===== src/rtl/snake_pkg.sv =====
// Shared types and helpers for the snake game blocks: grid defaults, FSM states,
// cell-index width helper and the Galois LFSR tap table.
package snake_pkg;

  localparam int GRID_W_DEF = 32;
  localparam int GRID_H_DEF = 24;
  localparam int CELL_W_DEF = 20;
  localparam int CELL_H_DEF = 20;

  typedef enum logic [2:0] {
    IDLE  = 3'd0,
    DRAW  = 3'd1,
    QUERY = 3'd2,
    WAIT  = 3'd3,
    SCAN  = 3'd4,
    DONE  = 3'd5
  } state_t;

  // Bits needed to index n cells along one axis (never less than one).
  function automatic int cell_bits(input int n);
    if (n <= 2) begin
      return 1;
    end else begin
      return $clog2(n);
    end
  endfunction

  // Right-shifting Galois feedback masks giving maximal-length sequences.
  function automatic logic [63:0] lfsr_taps(input int w);
    case (w)
      8:       return 64'h0000_0000_0000_00B8;
      10:      return 64'h0000_0000_0000_0240;
      12:      return 64'h0000_0000_0000_0E08;
      16:      return 64'h0000_0000_0000_B400;
      20:      return 64'h0000_0000_0009_0000;
      24:      return 64'h0000_0000_00E1_0000;
      32:      return 64'h0000_0000_8020_0003;
      default: return 64'h0000_0000_0000_B400;
    endcase
  endfunction

endpackage


===== src/rtl/lfsr_gen.sv =====
// Free-running Galois LFSR; a zero seed is replaced by 1 so the register never locks up.
module lfsr_gen #(
  parameter int                WIDTH = 16,
  parameter logic [WIDTH-1:0]  TAPS  = 16'hB400,
  parameter logic [WIDTH-1:0]  SEED  = 16'hACE1
) (
  input  logic             clk,
  input  logic             rst,
  output logic [WIDTH-1:0] q
);

  localparam logic [WIDTH-1:0] INIT = (SEED == {WIDTH{1'b0}}) ? {{(WIDTH-1){1'b0}}, 1'b1} : SEED;

  // Shift right every clock, folding the taps in when a one falls out.
  always_ff @(posedge clk) begin
    if (rst) begin
      q <= INIT;
    end else begin
      q <= {1'b0, q[WIDTH-1:1]} ^ (q[0] ? TAPS : {WIDTH{1'b0}});
    end
  end

endmodule


===== src/rtl/food_pos_gen.sv =====
// Picks a pseudo-random free grid cell for the next food item: LFSR draws checked against
// the snake-body store, with a linear-scan fallback. FPG_BORDER_EXCL_EN keeps food off the border ring.
module food_pos_gen
  import snake_pkg::*;
#(
  parameter int                GRID_W    = GRID_W_DEF,
  parameter int                GRID_H    = GRID_H_DEF,
  parameter int                CELL_W    = CELL_W_DEF,
  parameter int                CELL_H    = CELL_H_DEF,
  parameter int                LFSR_W    = 16,
  parameter logic [LFSR_W-1:0] SEED      = 16'hACE1,
  parameter int                MAX_TRIES = 15
) (
  input  logic                         clk,
  input  logic                         rst,
  input  logic                         req,
  output logic                         busy,
  output logic                         valid,
  output logic                         fail,
  output logic [cell_bits(GRID_W)-1:0] cell_x,
  output logic [cell_bits(GRID_H)-1:0] cell_y,
  output logic [9:0]                   randx,
  output logic [8:0]                   randy,
  output logic [cell_bits(GRID_W)-1:0] occ_qx,
  output logic [cell_bits(GRID_H)-1:0] occ_qy,
  output logic                         occ_qvld,
  input  logic                         occ_hit
);

  localparam int XW = cell_bits(GRID_W);
  localparam int YW = cell_bits(GRID_H);
  localparam int TW = $clog2(MAX_TRIES + 1);
`ifdef FPG_BORDER_EXCL_EN
  localparam int NCELL = (GRID_W - 2) * (GRID_H - 2);
`else
  localparam int NCELL = GRID_W * GRID_H;
`endif
  localparam int HW = $clog2(NCELL + 1);

  localparam logic [XW-1:0] X_MAX    = XW'(GRID_W - 1);
  localparam logic [YW-1:0] Y_MAX    = YW'(GRID_H - 1);
  localparam logic [TW-1:0] TRY_LAST = TW'(MAX_TRIES - 1);
  localparam logic [HW-1:0] HIT_LAST = HW'(NCELL - 1);

  logic [LFSR_W-1:0] lfsr_q;
  logic [XW-1:0]     draw_x;
  logic [YW-1:0]     draw_y;
  state_t            state;
  logic [TW-1:0]     tries;
  logic [HW-1:0]     hit_cnt;
  logic              scanning;
  logic [XW-1:0]     scan_x;
  logic [YW-1:0]     scan_y;

  lfsr_gen #(
    .WIDTH (LFSR_W),
    .TAPS  (LFSR_W'(lfsr_taps(LFSR_W))),
    .SEED  (SEED)
  ) u_lfsr (
    .clk (clk),
    .rst (rst),
    .q   (lfsr_q)
  );

  assign draw_x = lfsr_q[XW-1:0];
  assign draw_y = lfsr_q[XW+YW-1:XW];

  if (LFSR_W > XW + YW) begin : g_spare
    logic unused_lfsr_hi;
    assign unused_lfsr_hi = ^lfsr_q[LFSR_W-1:XW+YW];
  end

  function automatic logic eligible(input logic [XW-1:0] x, input logic [YW-1:0] y);
`ifdef FPG_BORDER_EXCL_EN
    return (x != XW'(0)) && (x < X_MAX) && (y != YW'(0)) && (y < Y_MAX);
`else
    return (x <= X_MAX) && (y <= Y_MAX);
`endif
  endfunction

  // Row-major successor with wrap from the last cell back to (0,0); returns {y, x}.
  function automatic logic [XW+YW-1:0] next_cell(input logic [XW-1:0] x, input logic [YW-1:0] y);
    logic [XW-1:0] nx;
    logic [YW-1:0] ny;
    if (x >= X_MAX) begin
      nx = XW'(0);
      if (y >= Y_MAX) begin
        ny = YW'(0);
      end else begin
        ny = y + YW'(1);
      end
    end else begin
      nx = x + XW'(1);
      ny = y;
    end
    return {ny, nx};
  endfunction

  // Control FSM; every output is registered on the transition into the state that owns it.
  always_ff @(posedge clk) begin
    if (rst) begin
      state    <= IDLE;
      tries    <= TW'(0);
      hit_cnt  <= HW'(0);
      scanning <= 1'b0;
      scan_x   <= XW'(0);
      scan_y   <= YW'(0);
      busy     <= 1'b0;
      valid    <= 1'b0;
      fail     <= 1'b0;
      cell_x   <= XW'(0);
      cell_y   <= YW'(0);
      randx    <= 10'd0;
      randy    <= 9'd0;
      occ_qx   <= XW'(0);
      occ_qy   <= YW'(0);
      occ_qvld <= 1'b0;
    end else begin
      valid    <= 1'b0;
      occ_qvld <= 1'b0;
      case (state)
        IDLE: begin
          if (req) begin
            busy  <= 1'b1;
            state <= DRAW;
          end else begin
            state <= IDLE;
          end
        end
        DRAW: begin
          if (eligible(draw_x, draw_y)) begin
            occ_qvld <= 1'b1;
            occ_qx   <= draw_x;
            occ_qy   <= draw_y;
            state    <= QUERY;
          end else if (tries == TRY_LAST) begin
            tries    <= tries + TW'(1);
            scanning <= 1'b1;
            scan_x   <= (draw_x > X_MAX) ? X_MAX : draw_x;
            scan_y   <= (draw_y > Y_MAX) ? Y_MAX : draw_y;
            state    <= SCAN;
          end else begin
            tries <= tries + TW'(1);
            state <= DRAW;
          end
        end
        QUERY: begin
          state <= WAIT;
        end
        WAIT: begin
          if (!occ_hit) begin
            valid  <= 1'b1;
            fail   <= 1'b0;
            cell_x <= occ_qx;
            cell_y <= occ_qy;
            randx  <= 10'(32'(occ_qx) * 32'(CELL_W));
            randy  <= 9'(32'(occ_qy) * 32'(CELL_H));
            state  <= DONE;
          end else if (scanning && (hit_cnt == HIT_LAST)) begin
            valid  <= 1'b1;
            fail   <= 1'b1;
            cell_x <= XW'(0);
            cell_y <= YW'(0);
            randx  <= 10'd0;
            randy  <= 9'd0;
            state  <= DONE;
          end else if (scanning) begin
            hit_cnt          <= hit_cnt + HW'(1);
            {scan_y, scan_x} <= next_cell(occ_qx, occ_qy);
            state            <= SCAN;
          end else if (tries == TRY_LAST) begin
            tries    <= tries + TW'(1);
            scanning <= 1'b1;
            scan_x   <= occ_qx;
            scan_y   <= occ_qy;
            state    <= SCAN;
          end else begin
            tries <= tries + TW'(1);
            state <= DRAW;
          end
        end
        SCAN: begin
          // Ineligible cells are stepped over without spending a query.
          if (eligible(scan_x, scan_y)) begin
            occ_qvld <= 1'b1;
            occ_qx   <= scan_x;
            occ_qy   <= scan_y;
            state    <= QUERY;
          end else begin
            {scan_y, scan_x} <= next_cell(scan_x, scan_y);
            state            <= SCAN;
          end
        end
        DONE: begin
          tries    <= TW'(0);
          hit_cnt  <= HW'(0);
          scanning <= 1'b0;
          busy     <= 1'b0;
          state    <= IDLE;
        end
        default: begin
          busy  <= 1'b0;
          state <= IDLE;
        end
      endcase
    end
  end

endmodule


===== config.mk =====
export PLATFORM = sky130hd
export DESIGN_NAME = food_pos_gen
export DESIGN_NICKNAME = d
export VERILOG_FILES = /design/src/rtl/snake_pkg.sv /design/src/rtl/lfsr_gen.sv /design/src/rtl/food_pos_gen.sv
export SDC_FILE = /design/constraint.sdc
export NUM_CORES = 1
export LEC_CHECK = 0
export ABC_CLOCK_PERIOD_IN_PS = 2000
export BUFFER_PORTS_ARGS = -buffer_cell sky130_fd_sc_hd__buf_2
export CORE_UTILIZATION = 25
export DETAILED_ROUTE_END_ITERATION = 7
export PLACE_DENSITY_LB_ADDON = 0.15
export SETUP_SLACK_MARGIN = 0.15
export SYNTH_ARGS = -nofsm -noshare
export SYNTH_HDL_FRONTEND = slang
export SYNTH_SLANG_ARGS = --single-unit

===== constraint.sdc =====
create_clock -name clk -period 2 [get_ports clk]
set_input_delay 0.4 -clock clk [delete_from_list [all_inputs] [get_ports clk]]
set_output_delay 0.4 -clock clk [all_outputs]
set_load 0.03 [all_outputs]

; Yosys cells after proc, flatten, opt, wreduce, memory -nomap -nowiden
; Cells that the tools add are included.
[totals]
input_bits = 4
wordCells = 147
register_bits = 87
output_inout_bits = 43
[op_classes]
mul = 2
bitwise_logic = 3
eq_ne = 20
n_reduce_logical = 18
addsub = 6
muxes = 71
n_lt_le_gt_ge = 10
[op_table]
columns = cell, n
row1 = 5-bit two-way mux, 29
row2 = 10-bit two-way mux, 5
row3 = 5-bit one-hot mux with 3 select lines, 2
row4 = 2-bit inequality test (second input constant), 11
row5 = 5-bit by 1-bit adder with 5-bit output (second input constant), 4
row6 = 5-bit greater-or-equal comparator (second input constant), 4
row7 = 5-bit less-or-equal comparator (second input constant), 4
row8 = 10-bit one-hot mux with 2 select lines, 1
row9 = 5-bit one-hot mux with 2 select lines, 2
row10 = 3-bit two-way mux, 6
row11 = 9-bit two-way mux, 2
row12 = 16-bit two-way mux, 1
row13 = 4-bit two-way mux, 4
row14 = 15-bit by 16-bit bitwise XOR with 16-bit output, 1
row15 = 3-bit one-hot mux with 5 select lines, 1
row16 = 1-bit two-way mux, 14
row17 = 4-bit one-hot mux with 3 select lines, 1
row18 = 10-bit by 1-bit adder with 10-bit output (second input constant), 1
row19 = 10-bit equality test (second input constant), 1
row20 = 5-bit greater-than comparator (second input constant), 2
row21 = 5-bit AND reduction, 2
row22 = 5-bit by 3-bit multiplier with 8-bit output (second input constant), 1
row23 = 8-bit AND reduction, 1
row24 = 5-bit by 3-bit multiplier with 7-bit output (second input constant), 1
row25 = other kinds (20), 29

; Longest topological paths before layout
; Gate-level depths: netlist (run 1).
[depth]
word_depth = 7
ltp_mapped = 9
ltp_nobuf = 9

; Modules after synthesis
; A second synthesis (run 1) with hierarchy kept.
[unflattened]
cells_unflattened = 483
hier_area_um2 = 4154.0
[by_module_without_submodules]
columns = mod, cells_per_inst, area_each_um2, instances, seq_area_each_um2
row1 = food_pos_gen, 447, 3691.0, 1, 1261.2
row2 = lfsr_gen, 36, 462.9, 1, 320.3

; Worst setup path before layout (run 1)
; No wires, ideal clock.
[synth_path]
path_type = reg-to-reg
start = register occ_qx[0]
end = register scan_y[4]
synth_period_minus_slack_ps = 2107
setup_slack_ps = -107
setup_time_ps = 74
required_ps = 1926
n_path_buf = 0
path_stages_with_launch = 10
arrival_time_ps = 2032
path_cell_list = dfxtp_1 > ha_1 > and3_1 > ha_1 > nand2_1 > o21ai_1 > a41oi_1 > o21ai_0 > nand3_1 > a31oi_1
[synth_via]
elab_chain_cells = 6
[synth_lines]
columns = item, line_no
row1 = start: declaration, food_pos_gen.sv:24  ; output logic [cell_bits(GRID_W)-1:0] occ_qx,
row2 = start signal: assignment, food_pos_gen.sv:133  ; occ_qx <= draw_x;
row3 = start signal: assignment, food_pos_gen.sv:186  ; occ_qx <= scan_x;
row4 = 5-bit greater-or-equal comparator, food_pos_gen.sv:85  ; if (x >= X_MAX) begin
row5 = 5-bit two-way mux, food_pos_gen.sv:85
row6 = 5-bit two-way mux, food_pos_gen.sv:167  ; end else if (scanning) begin
row7 = 5-bit two-way mux, food_pos_gen.sv:159  ; end else if (scanning && (hit_cnt == HIT_LAST)) begin
row8 = 5-bit two-way mux, food_pos_gen.sv:151  ; if (!occ_hit) begin
row9 = 5-bit one-hot mux with 3 select lines, food_pos_gen.sv:121  ; case (state)
row10 = end signal: assignment, food_pos_gen.sv:140  ; scan_y <= (draw_y > Y_MAX) ? Y_MAX : draw_y;
row11 = end signal: assignment, food_pos_gen.sv:169  ; {scan_y, scan_x} <= next_cell(occ_qx, occ_qy);
row12 = end signal: assignment, food_pos_gen.sv:175  ; scan_y <= occ_qy;
row13 = end: declaration, food_pos_gen.sv:53  ; logic [YW-1:0] scan_y;
; No other way between the ends. The select of a mux whose other input is x is not followed.
; A chain may end at the register's enable or synchronous reset.

; Final worst setup path (run 1)
[layout_path]
start = register scan_x[1]
end = register scan_y[3]
[layout_via]
elab_chain_cells = 4
word_cells_on_any_way = 6
cone_classes = order compare (2) / eq/ne (2) / reduce/logical (2)
[layout_lines]
columns = item, line_no
row1 = start: declaration, food_pos_gen.sv:52  ; logic [XW-1:0] scan_x;
row2 = start signal: assignment, food_pos_gen.sv:139  ; scan_x <= (draw_x > X_MAX) ? X_MAX : draw_x;
row3 = start signal: assignment, food_pos_gen.sv:169
row4 = start signal: assignment, food_pos_gen.sv:174  ; scan_x <= occ_qx;
row5 = 5-bit less-or-equal comparator, food_pos_gen.sv:77  ; return (x <= X_MAX) && (y <= Y_MAX);
row6 = 1-bit logical AND, food_pos_gen.sv:77
row7 = 2-bit inequality test (no line), n/a
row8 = 8-bit AND reduction (no line) *, n/a
; Mark *: on every way between the ends. The rest lies on a longest branch, timed or not.

==> results of run 1 <==
[final cells by class]
cell class / count / share of cell area [%]
multi-input cells: 356 / 45.14
inverters: 11 / 0.7459
repair buffers: 112 / 14.56
well taps: 216 / 4.882
flip-flops and latches: 79 / 29.02
clock inverters: 4 / 1.266
clock buffers: 11 / 4.385
[worst paths after layout]
path                                   start            to  slack, ns  cells after the start
worst max-delay path               scan_x[1]     scan_y[3]       0.07                      9
worst min-delay path            u_lfsr.q[12]  u_lfsr.q[11]       0.41                      1
worst max register to register     scan_x[1]     scan_y[3]       0.07                      9
worst min register to register  u_lfsr.q[12]  u_lfsr.q[11]       0.41                      1
[cell families (layout without fill, tap and decap cells)]
family	after synthesis	count (layout)	synth area share [%]
AOI/OAI and AO/OA	117	118	19.57
xor gates and xnor gates	20	20	4.287
adders and majority gates	23	23	7.410
buffers and inverters	52	138	6.185
DFF	79	79	38.70
muxes	6	6	1.470
other	1	4	0.09177
and+or+nand+nor	185	185	22.29
[power groups by stage]
stage | Sequential [mW] | Clock [mW] | Combinational (mW)
after floorplan | 1.80 | 0 | 0.387
after global placement | 1.76 | 0 | 0.674
final | 1.73 | 1.74 | 0.780
after global routing | 1.74 | 1.87 | 0.858
after CTS | 1.72 | 1.80 | 0.701
after detailed placement | 1.76 | 0 | 0.675
[per-stage QoR]
stage,utilization (%),instance area (µm²),cells
finish,34.72,5535,789
floorplan,-,4153,486
global route,34.72,5535,789
CTS,32.50,5181,774
global placement,30.18,4811,756
detailed placement,30.18,4811,756
[cells in the final DEF (no fill, tap or decap), types with 3 or more instances in the layout]
cell type | synthesis | layout
a211oi_2 | 1 | 4
a21o_1 | 3 | 3
a21oi_1 | 44 | 43
a22oi_1 | 20 | 7
a22oi_2 | 0 | 13
a311oi_1 | 3 | 3
a31oi_1 | 6 | 6
and2_1 | 4 | 3
and3_1 | 5 | 4
buf_2 | 6 | 42
buf_4 | 9 | 62
buf_6 | 2 | 4
clkbuf_16 | 0 | 11
conb_1 | 1 | 4
dfxtp_1 | 79 | 63
dfxtp_2 | 0 | 14
ha_1 | 21 | 16
ha_4 | 0 | 5
inv_1 | 10 | 10
mux2i_1 | 6 | 6
nand2_1 | 33 | 32
nand2b_1 | 7 | 7
nand3_1 | 11 | 11
nand3b_1 | 3 | 3
nand4_1 | 10 | 10
nor2_1 | 71 | 70
nor2b_1 | 12 | 12
nor3_1 | 8 | 7
o211ai_1 | 3 | 3
o21ai_0 | 10 | 8
o22ai_1 | 3 | 3
or2_2 | 7 | 7
xnor2_1 | 7 | 7
xor2_1 | 13 | 13
[per-layer routing]
metal / GRT usage, % / wire length, µm
met2: 23.50 / 5548
met4: 3.078 / 113
met3: 2.952 / 315
met1: 18.36 / 5650
met5: 0 / 0
[worst register-to-register path: stages, from the launching register on]
cell and delay [ns]:
dfxtp_2 0.33, ha_4 0.15, and3_4 0.18, ha_4 0.15, nand3b_1 0.20, a31oi_4 0.21
buf_8 0.17, and2_4 0.18, nor2_1 0.05, a311oi_1 0.23
[what timing repair did]
item | 4_1_cts | 5_1_grt
pin swaps | 3 | 16
buffers inserted | 3 | 12
cloned | 0 | 3
resized for setup | 9 | 48
endpoints found under the setup margin | 30 | 50
hold buffers | 0 | 0
==> run metrics, run 1 <==
Initial Utilization=25.63%; CP cell instances=ha_4 -> and3_4 -> ha_4 -> nand3b_1 -> a31oi_4 -> buf_8 -> and2_4 -> nor2_1 -> a311oi_1; Flop pwr share=40.6%; fill count=1683; combinational power share=18.4%; asr flop ratio synth=0%; dpl ws=0.007132 ns; dominant cell type by area after synthesis=dfxtp_1; routed vias=3716; Sw Share=27.29%; Worst path top cell family by delay=simple AND/OR/NAND/NOR gates; RSZ-0062 raised after global routing=true; Netlist Area Pre-Place=0.004086 mm²; static leakage=2.299 nW; largest net degree at the start of global routing=30; Routed WL=11630 µm; gr usage total=13.99%; Final HPWL DP=8112 µm; Area Overhead vs Synth=35.46%; Max-Cap Viols=0; root buf cell=clkbuf_16; Ys Warns=0; largest cells by area after synthesis=dfxtp_1, nor2_1, ha_1, a21oi_1, a22oi_1; number of synthesized register bits=79; Max Fclk=0.5169 GHz; pwr dens=768.1 mW/mm²; Largest regs=u_lfsr.q (16), hit_cnt (10), randx (6); vias per cell=4.710; element type at the critical path start=flip-flop; setup TNS=0 ns; # IOs=47; die width=129.9 µm; drt initial violations=212; Skew-Pair Late Insertion Delay=0.33 ns; footprint of the multi-input gates=0.002499 mm²; EDFF count, synth=0; DRT Pass-1 Iters=4; CP max FO=10; Most used DFF post-synth=dfxtp_1; Max stage delay on crit path=0.33 ns; first-pass GRT wire length=18220 µm; post-synthesis cell type count=63; worst hold slack=0.4077 ns; Worst Setup Slack, final=0.06545 ns; DRC=0; vias in the first global route=3535; initial antenna violation count=0; pins over their slew limit=0; Die Ht=129.9 µm; CORE AREA=0.01594 mm²; worst vdd ir=0.4640 mV; clock skew=0.008113 ns; Antenna Nets Post-Route=0; # clock sinks=79; Clock Power Share=41.0%; CP endpoint kind=flip-flop; crit path buf inv count=1; H-tree level count=3; fin nets=596; top cells by count, synth=dfxtp_1, nor2_1, a21oi_1; Setup CP Type=flip-flop to flip-flop; Req. time, crit path=2.23 ns; row count=46; Post-Synthesis Cells=483; drt wl/cell=14.74 µm; minimum clock period=1.935 ns; max reg flops=16; GP Congestion=0.8072; register area=0.001607 mm²; CP most frequent cell=ha_4; internal cell power=3.091 mW; worst path arrival time=2.17 ns; layout cells sized above 1=34.03%; status=finished clean; Sw Pwr=1.160 mW; Final Hold Viols=0; port buffer count=42; CTS Buf Count=9; Synth top area share=38.70%; Design Power=4.252 mW; HP Class=flip-flop to flip-flop; ANT cells=0; CTS tree=done; Clk pin slew, worst setup/hold paths=0.06 ns; Remaining Overflow, GRT=0; die area=0.01686 mm²; sequential cell area fraction in the yosys report=38.70%; clock tree buffer depth=2; Final setup viols=0; crit path max-delay cell type=dfxtp_2; Final period util=96.73%; Largest Register=u_lfsr.q; top-count cell post-synth=dfxtp_1; syn_area_per_cell=8.460 µm²
(Power assumes the default switching activity.)
==> inputs of run 2 (changes only) <==
- CORE_UTILIZATION: 25 -> 53
==> run 2 against run 1 <==
Net effect: combinational power rose by 3.8%; die area fell by 52%; setup slack got worse by 0.022 ns; non-clock buffer count fell by 24; hold slack improved by 0.011 ns; final area fell by 6.8%.
==> run metrics, run 2 (synthesis results as in run 1) <==
RSZ-0062 raised after global routing=true (unchanged); DRT Pass-1 Iters=4 (unchanged); Max-Cap Viols=0 (unchanged); Flop pwr share=46.7% (was 40.6%); largest net degree at the start of global routing=52 (was 30); leading cell type in the layout, fill and taps excluded=nor2_1 (unchanged); die area=0.008065 mm² (was 0.01686 mm²); crit path buf inv count=2 (was 1); max reg flops=16 (unchanged); CP max FO=6 (was 10); min-delay src=u_lfsr.q[12] (unchanged); Worst Setup Slack, final=0.04361 ns (was 0.06545 ns); Setup CP Type=flip-flop to flip-flop (unchanged); Final setup viols=0 (unchanged); CORE AREA=0.007370 mm² (was 0.01594 mm²); Worst path top cell family by delay=compound AO/OA/AOI/OAI gates (was simple AND/OR/NAND/NOR gates); clock skew=0.01018 ns (was 0.008113 ns); ANT cells=0 (unchanged); die width=89.81 µm (was 129.9 µm); CTS tree=done (unchanged); Remaining Overflow, GRT=0 (unchanged); Slew headroom=63.93%; H-tree level count=3 (unchanged); Initial Utilization=55.45% (was 25.63%); Largest regs=u_lfsr.q (16), hit_cnt (10), randx (6) (unchanged); Max Fclk=0.5111 GHz (was 0.5169 GHz); Worst R2R Start=scan_x[1] (unchanged); dpl ws=-0.02249 ns (was 0.007132 ns); port buffer count=42 (unchanged); row count=31 (was 46); combinational power share=21.8% (was 18.4%); Sw Share=29.64% (was 27.29%); CP cell instances=ha_4 -> and3_4 -> ha_4 -> buf_4 -> buf_4 -> a211oi_4 -> a211oi_2 -> and2_4 -> a311oi_2 (was ha_4 -> and3_4 -> ha_4 -> nand3b_1 -> a31oi_4 -> buf_8 -> and2_4 -> nor2_1 -> a311oi_1); Max stage delay on crit path=0.34 ns (was 0.33 ns); CP endpoint kind=flip-flop (unchanged); layout cells sized above 1=32.60% (was 34.03%); Clk pin slew, worst setup/hold paths=0.08 ns (was 0.06 ns); HP Class=flip-flop to flip-flop (unchanged); first-pass GRT wire length=16840 µm (was 18220 µm); clock tree buffer depth=2 (unchanged); status=finished clean (unchanged); pins over their slew limit=0 (unchanged); GP Congestion=0.8644 (was 0.8072); Worst Tran Pin Value=0.5327 ns; DRC=0 (unchanged); crit path max-delay cell type=dfxtp_2 (unchanged); worst hold slack=0.4191 ns (was 0.4077 ns); internal cell power=2.608 mW (was 3.091 mW); Final HPWL DP=6720 µm (was 8112 µm); CTS Buf Count=9 (unchanged); Final period util=97.82% (was 96.73%); Die Ht=89.81 µm (was 129.9 µm); gr usage total=25.59% (was 13.99%); drt initial violations=168 (was 212); Critical Path Start=scan_x[1] (unchanged); commonest cells after routing, fill and taps aside=nor2_1, dfxtp_1, buf_2 (was nor2_1, dfxtp_1, buf_4); Largest Register=u_lfsr.q (unchanged); Req. time, crit path=2.25 ns (was 2.23 ns); Skew-Pair Late Insertion Delay=0.35 ns (was 0.33 ns); routed vias=3701 (was 3716); vias per cell=5.711 (was 4.710); Clock Power Share=31.4% (was 41.0%); vias in the first global route=3492 (was 3535); Area Overhead vs Synth=26.21% (was 35.46%); pwr dens=718.7 mW/mm² (was 768.1 mW/mm²); worst vdd ir=0.6908 mV (was 0.4640 mV); static leakage=2.128 nW (was 2.299 nW); drt wl/cell=15.66 µm (was 14.74 µm); Routed WL=10150 µm (was 11630 µm); Sw Pwr=1.099 mW (was 1.160 mW); worst path arrival time=2.21 ns (was 2.17 ns); # clock sinks=79 (unchanged); initial antenna violation count=0 (unchanged); fin nets=572 (was 596); element type at the critical path start=flip-flop (unchanged); # IOs=47 (unchanged); minimum clock period=1.956 ns (was 1.935 ns); root buf cell=clkbuf_8 (was clkbuf_16); Final Hold Viols=0 (unchanged); Antenna Nets Post-Route=0 (unchanged)
## run 2: cell count changes in the layout (fill, tap and decap cells not counted), moves of 3 or more
cell	change
ha_1	-3
buf_12	+5
clkbuf_16	-11
a22oi_2	-4
o21ai_1	+3
a211oi_1	+3
a21oi_1	-11
a22oi_1	+4
buf_4	-27
ha_2	+4
clkbuf_8	+9
a21oi_2	+9
## run 2: layout make-up
| type | instances | area, µm² |
|---|---|---|
| multi-input cells | 356 | 2532 |
| fillers | 591 | 2212 |
| flip-flops and latches | 79 | 1605 |
| repair buffers | 88 | 665.6 |
| clock buffers | 12 | 145.1 |
| well taps | 99 | 123.9 |
| clock inverters | 3 | 43.79 |
| inverters | 11 | 41.29 |
## run 2: power by group through the flow
stage | sequential, mW | clock, mW | combinational [mW]
5_1_grt | 1.74 | 1.26 | 0.878
2_1_floorplan | 1.80 | 0 | 0.387
3_3_place_gp | 1.76 | 0 | 0.619
6_report | 1.73 | 1.17 | 0.810
3_5_place_dp | 1.76 | 0 | 0.626
4_1_cts | 1.72 | 1.19 | 0.702
## run 2: final timing paths
| path | slack, ns | end | cells past startpoint |
|---|---|---|---|
| worst min register to register | 0.42 | u_lfsr.q[11] | 1 |
| worst max register to register | 0.04 | scan_y[3] | 9 |
| worst min-delay path | 0.42 | u_lfsr.q[11] | 1 |
| worst max-delay path | 0.04 | scan_y[3] | 9 |
## run 2: metrics by stage
step	power (mW)	utilization [%]	instances	TNS [ns]	area (µm²)
4_1_cts	3.620	66.08	641	0	4870
6_report	3.707	69.98	648	0	5157
3_3_place_gp	2.377	61.97	621	0	4567
3_5_place_dp	2.386	61.97	621	-0.03049	4567
2_1_floorplan	2.187	-	486	0	4153
5_1_grt	3.884	69.98	648	-0.02768	5157
## run 2: timing repair
action	CTS	global route
pin swaps	10	21
hold buffers	0	0
endpoints found under the setup margin	26	53
gates resized for setup	13	56
buffers inserted	3	7
gates cloned	2	0
## run 2: per-layer routing
metal	GRT usage (%)	vias up	wire, µm
li1	-	1811	-
met1	30.41	1773	4350
met2	45.00	98	5117
met3	4.992	19	434
met4	10.52	0	243
met5	0	-	0
